==> config.mk <==
export PLATFORM = sky130hd
export DESIGN_NAME = multicycle_control
export DESIGN_NICKNAME = d
export VERILOG_FILES = /design/src/rtl/multicycle_control.sv
export SDC_FILE = /design/constraint.sdc
export NUM_CORES = 1
export LEC_CHECK = 0
export ABC_AREA = 1
export BUFFER_PORTS_ARGS = -buffer_cell sky130_fd_sc_hd__buf_2
export CORE_MARGIN = 4
export CORE_UTILIZATION = 41
export DETAILED_ROUTE_END_ITERATION = 7
export PLACE_DENSITY = 0.88
export SETUP_SLACK_MARGIN = 0.05
export SLEW_MARGIN = 25
export SYNTH_ARGS = -nofsm -noshare
export SYNTH_HDL_FRONTEND = slang
export SYNTH_SLANG_ARGS = --single-unit
==> constraint.sdc <==
create_clock -name clk -period 1.8 [get_ports clk]
set_clock_uncertainty 0.05 [all_clocks]
set_input_delay 0.09 -clock clk [delete_from_list [all_inputs] [get_ports clk]]
set_output_delay 0.09 -clock clk [all_outputs]
set_load 0.005 [all_outputs]
==> src/rtl/multicycle_control.sv <==
// Main control FSM for the 64-bit multicycle core.
// Moore state machine plus combinational ALU and immediate decoders.
module multicycle_control (
  input  logic       clk,
  input  logic       rst_n,
  input  logic [6:0] opcode,
  input  logic [2:0] funct3,
  input  logic       funct7b5,
  input  logic       zero,
  input  logic       mem_ready,
  output logic       PCWrite,
  output logic       AdrSrc,
  output logic       MemWrite,
  output logic       IRWrite,
  output logic       Regwrite,
  output logic [1:0] ResultSrc,
  output logic [1:0] ALUSrcA,
  output logic [1:0] ALUSrcB,
  output logic [2:0] ALUControl,
  output logic [1:0] ImmSrc,
  output logic       illegal,
  output logic [3:0] state
);

  localparam logic [3:0] S_FETCH    = 4'd0;
  localparam logic [3:0] S_DECODE   = 4'd1;
  localparam logic [3:0] S_MEMADR   = 4'd2;
  localparam logic [3:0] S_MEMREAD  = 4'd3;
  localparam logic [3:0] S_MEMWB    = 4'd4;
  localparam logic [3:0] S_MEMWRITE = 4'd5;
  localparam logic [3:0] S_EXECUTER = 4'd6;
  localparam logic [3:0] S_ALUWB    = 4'd7;
  localparam logic [3:0] S_EXECUTEI = 4'd8;
  localparam logic [3:0] S_JAL      = 4'd9;
  localparam logic [3:0] S_BEQ      = 4'd10;

  logic [3:0] state_q;
  logic [3:0] state_d;

  logic is_ld;
  logic is_st;
  logic is_r;
  logic is_i;
  logic is_jal;
  logic is_beq;
  logic legal;

  logic       pc_update;
  logic       branch;
  logic       ir_write;
  logic       mem_write;
  logic       reg_write;
  logic [1:0] alu_op;

  assign is_ld  = (opcode == 7'b0000011);
  assign is_st  = (opcode == 7'b0100011);
  assign is_r   = (opcode == 7'b0110011);
  assign is_i   = (opcode == 7'b0010011);
  assign is_jal = (opcode == 7'b1101111);
  assign is_beq = (opcode == 7'b1100011);
  assign legal  = is_ld | is_st | is_r | is_i | is_jal | is_beq;

  assign state = state_q;

  always_ff @(posedge clk or negedge rst_n) begin
    if (!rst_n) state_q <= S_FETCH;
    else        state_q <= state_d;
  end

  always_comb begin
    state_d = S_FETCH;
    case (state_q)
      S_FETCH:    state_d = mem_ready ? S_DECODE : S_FETCH;
      S_DECODE: begin
        unique case (1'b1)
          is_ld, is_st: state_d = S_MEMADR;
          is_r:         state_d = S_EXECUTER;
          is_i:         state_d = S_EXECUTEI;
          is_jal:       state_d = S_JAL;
          is_beq:       state_d = S_BEQ;
          default:      state_d = S_FETCH;
        endcase
      end
      S_MEMADR:   state_d = opcode[5] ? S_MEMWRITE : S_MEMREAD;
      S_MEMREAD:  state_d = mem_ready ? S_MEMWB : S_MEMREAD;
      S_MEMWRITE: state_d = mem_ready ? S_FETCH : S_MEMWRITE;
      S_MEMWB:    state_d = S_FETCH;
      S_EXECUTER: state_d = S_ALUWB;
      S_EXECUTEI: state_d = S_ALUWB;
      S_ALUWB:    state_d = S_FETCH;
      S_JAL:      state_d = S_ALUWB;
      S_BEQ:      state_d = S_FETCH;
      default:    state_d = S_FETCH;
    endcase
  end

  always_comb begin
    pc_update = 1'b0;
    branch    = 1'b0;
    ir_write  = 1'b0;
    mem_write = 1'b0;
    reg_write = 1'b0;
    alu_op    = 2'b00;
    AdrSrc    = 1'b0;
    ResultSrc = 2'b00;
    ALUSrcA   = 2'b00;
    ALUSrcB   = 2'b00;
    case (state_q)
      S_FETCH: begin
        ir_write  = mem_ready;
        pc_update = mem_ready;
        ALUSrcB   = 2'b10;
        ResultSrc = 2'b10;
      end
      S_DECODE: begin
        ALUSrcA = 2'b01;
        ALUSrcB = 2'b01;
      end
      S_MEMADR: begin
        ALUSrcA = 2'b10;
        ALUSrcB = 2'b01;
      end
      S_MEMREAD:  AdrSrc = 1'b1;
      S_MEMWRITE: begin
        AdrSrc    = 1'b1;
        mem_write = 1'b1;
      end
      S_MEMWB: begin
        ResultSrc = 2'b01;
        reg_write = 1'b1;
      end
      S_EXECUTER: begin
        ALUSrcA = 2'b10;
        alu_op  = 2'b10;
      end
      S_EXECUTEI: begin
        ALUSrcA = 2'b10;
        ALUSrcB = 2'b01;
        alu_op  = 2'b10;
      end
      S_ALUWB:    reg_write = 1'b1;
      S_JAL: begin
        ALUSrcA   = 2'b01;
        ALUSrcB   = 2'b10;
        pc_update = 1'b1;
      end
      S_BEQ: begin
        ALUSrcA = 2'b10;
        alu_op  = 2'b01;
        branch  = 1'b1;
      end
      default: ;
    endcase
  end

  // Write enables are gated by rst_n so nothing fires while reset is held.
  assign PCWrite  = rst_n & (pc_update | (branch & zero));
  assign IRWrite  = rst_n & ir_write;
  assign MemWrite = rst_n & mem_write;
  assign Regwrite = rst_n & reg_write;
  assign illegal  = rst_n & (state_q == S_DECODE) & ~legal;

  always_comb begin
    ALUControl = 3'b000;
    case (alu_op)
      2'b01: ALUControl = 3'b001;
      2'b10: begin
        case (funct3)
          3'b000:  ALUControl = (opcode[5] & funct7b5) ? 3'b001 : 3'b000;
          3'b010:  ALUControl = 3'b101;
          3'b110:  ALUControl = 3'b011;
          3'b111:  ALUControl = 3'b010;
          default: ALUControl = 3'b000;
        endcase
      end
      default: ALUControl = 3'b000;
    endcase
  end

  always_comb begin
    ImmSrc = 2'b00;
    unique case (1'b1)
      is_st:   ImmSrc = 2'b01;
      is_beq:  ImmSrc = 2'b10;
      is_jal:  ImmSrc = 2'b11;
      default: ImmSrc = 2'b00;
    endcase
  end

endmodule

==> results.md <==
- Final setup violation count: 0
- H-tree Lvls: 1
- Crit path cell chain: inv_4 > nor2_4 > nand2_2 > nand2_4 > inv_2 > ha_4 > nor3_2 > buf_2
- Fin crit share: around 99%
- Final Util: a little under three quarters
- Yosys cell types: 18
- Sw Ratio: 44.78%
- Die area: 2034 um^2
- Vias in the first global route: 763
- Root Buffer: clkbuf_4
- Comb pwr share: 59.0%
- Internal power: 0.3436 mW
- DRT Wirelength: 2147 um
- CTS tree: done
- Syn_area_per_cell: about 5.4 um^2
- # diodes: 0
- Synthesis-to-finish area growth: 65.19%
- Crit path largest cell delay: between 0.4 and 0.5 ns
- Setup ws final: 0.01783 ns
- Maximum VDD drop: between 0.3 and 0.4 mV
- Startpoint Class: register
- First-pass GRT wire length: 3042 um
- I/O Buffers: 35
- Die extent in x: 45.10 um
- Via density: 5.319
- Clk slew on worst S/H paths: around 0.040 ns
- Run status: finished clean
- CTS max path bufs: 2
- Min cycle time layout: 1.782 ns
- Initial Util: about 43%
- Total grt overflow: 0
- Worst-Margin Slew: 0.2898 ns
- Hold_ws: 0.1438 ns
- Final net count: 170
- RSZ-0062 raised after global routing: true
- Final setup TNS: 0 ns
- Mapped cell area: 564.3 um^2
- Die height: 45.10 um
- Worst skew pair latency: 0.23 ns
- Max FFs per register: 4
- Post-Syn Nets: 122
- Hold crit path type: in -> reg
- Worst path arrival time: 1.64 ns
- R2R setup slack: 0.41 ns
- Synth warnings: 0
- Number of synthesized register bits: 4
- Setup Crit Path Kind: reg -> out
- CP max-delay cell: dfrtp_2
- Routed Antenna Nets: 0
- Delay-heaviest family, CP: flip-flops
- Row cnt: 13
- P_sw: 0.2786 mW
- Final hold vios: 0
- Starting DRT DRC Count: 23
- Core area: 1301 um^2
- PD cells: 667.5 nW/um^2
- Pre-antenna DRT Iters: 4
- Leakage: roughly 0.54 nW
- HPWL after DPL: 1522 um
- Clock sink count: 4
- Worst path buffer plus inverter count: 3
- WL per Instance: 12.93 um
- Crit Path Max Fanout: 6
- Slew Limit Fails: 0
- Global placement routability congestion: 0.9508
- Slew headroom: around four fifths
- Tot GR Track Use: 19.87%
- Layout cells sized above 1: 50.99%
- Vias: 883
- Initial antenna violation count: 0
- Req. time, crit path: about 1.7 ns
- Maxcap violations: 0
- Num CTS Buffers: 3
- DP Worst Slack: roughly 0.14 ns
- Peak Freq: 0.5611 GHz
- Io pins: 36
- Tot Pwr: roughly 0.62 mW
- Pin count of the biggest net entering global routing: 7
- Clock network fraction of design power: 17.5%
- Sequential element share of the synthesized area: ~18%
- DRC: 0
- Sequential share of power: 23.5%
- Crit end category: primary output
- Mapped Cells: between 100 and 150
## metal layers
metal / track usage (%) / share of wire (%) / vias up
li1: - / - / 431
met1: 22.09 / 38 / 408
met2: 37.29 / 54 / 44
met3: 3.984 / 8.0 / 0
met4: 5.848 / 0 / 0
met5: 0 / 0 / -
## cell usage in the layout, fill, tap and decap left out, drive strengths merged
cell type,n
a21oi,2
a31oi,1
buf,42
clkbuf,3
dfrtp,4
dlygate4sd3,1
ha,2
inv,19
nand2,30
nand3,10
nand4,3
nor2,25
nor3,2
nor4,1
o21ai,5
o31ai,1
## power by group through the flow
stage / logic [mW] / clock network [mW] / registers [mW]
6_report: 0.367 / 0.109 / 0.146
5_1_grt: 0.400 / 0.122 / 0.149
4_1_cts: 0.328 / 0.110 / 0.139
3_5_place_dp: 0.299 / 0 / 0.131
3_3_place_gp: 0.298 / 0 / 0.128
2_1_floorplan: 0.169 / 0 / 0.130
## Yosys cell counts (all sizes together)
library cell | instances | share of area (%)
o31ai | 1 | 1.3
nand2 | 30 | 21
o21ai | 5 | 4.4
nor3 | 2 | 1.8
nand3 | 10 | 8.9
a31oi | 1 | 1.1
a21oi | 2 | 1.8
nand4 | 3 | 3.3
ha | 2 | 4.4
dfrtp | 4 | 18
inv | 19 | 13
nor2 | 25 | 20
nor4 | 1 | 1.1
## final cells by class
type	instances	area (um^2)
inverter	19	73.82
tap	15	18.77
fill	115	369.1
timing repair buffer	43	237.7
multi-input combinational	82	474.2
clock buffer	3	22.52
sequential	4	105.1
## worst paths after layout
path / from / endpoint / cells past startpoint
setup / recovery: state[1] / ALUControl[1] / 8
hold / removal: opcode[6] / state[2] / 4
setup reg to reg: state[1] / state[0] / 8
hold reg to reg: state[3] / state[3] / 5
max in group asynchronous: rst_n / state[0] / 2
min in group asynchronous: rst_n / state[3] / 2
## what timing repair did
item	4_1_cts	5_1_grt
hold buffers	1	0
hold endpoints to repair	4	0
setup buffers	3	3
gates resized for setup	11	14
pin swaps	5	8
endpoints found under the setup margin	3	2
## stage by stage
step,instance area [um^2],cells
floorplan,564.3,105
global placement,765.7,156
detailed placement,765.7,156
CTS,847.1,163
global route,932.1,166
finish,932.1,166
## cells by family (layout without fill, tap and decap cells)
family | Yosys count | in the layout | share of synthesized area [%]
fa+ha+maj | 2 | 2 | 4.434
compound gates | 9 | 9 | 8.648
simple gates | 71 | 71 | 56.54
flops | 4 | 4 | 17.74
buf+inv | 19 | 65 | 12.64
## worst register-to-register path: cells and delay by family, from the launching register on
family                 cells  cell delay [ns]
flip-flops                 1             0.48
AND/OR/NAND/NOR            5             0.38
buffers and inverters      3             0.37
Note: power is estimated with default switching activity, not from simulation.
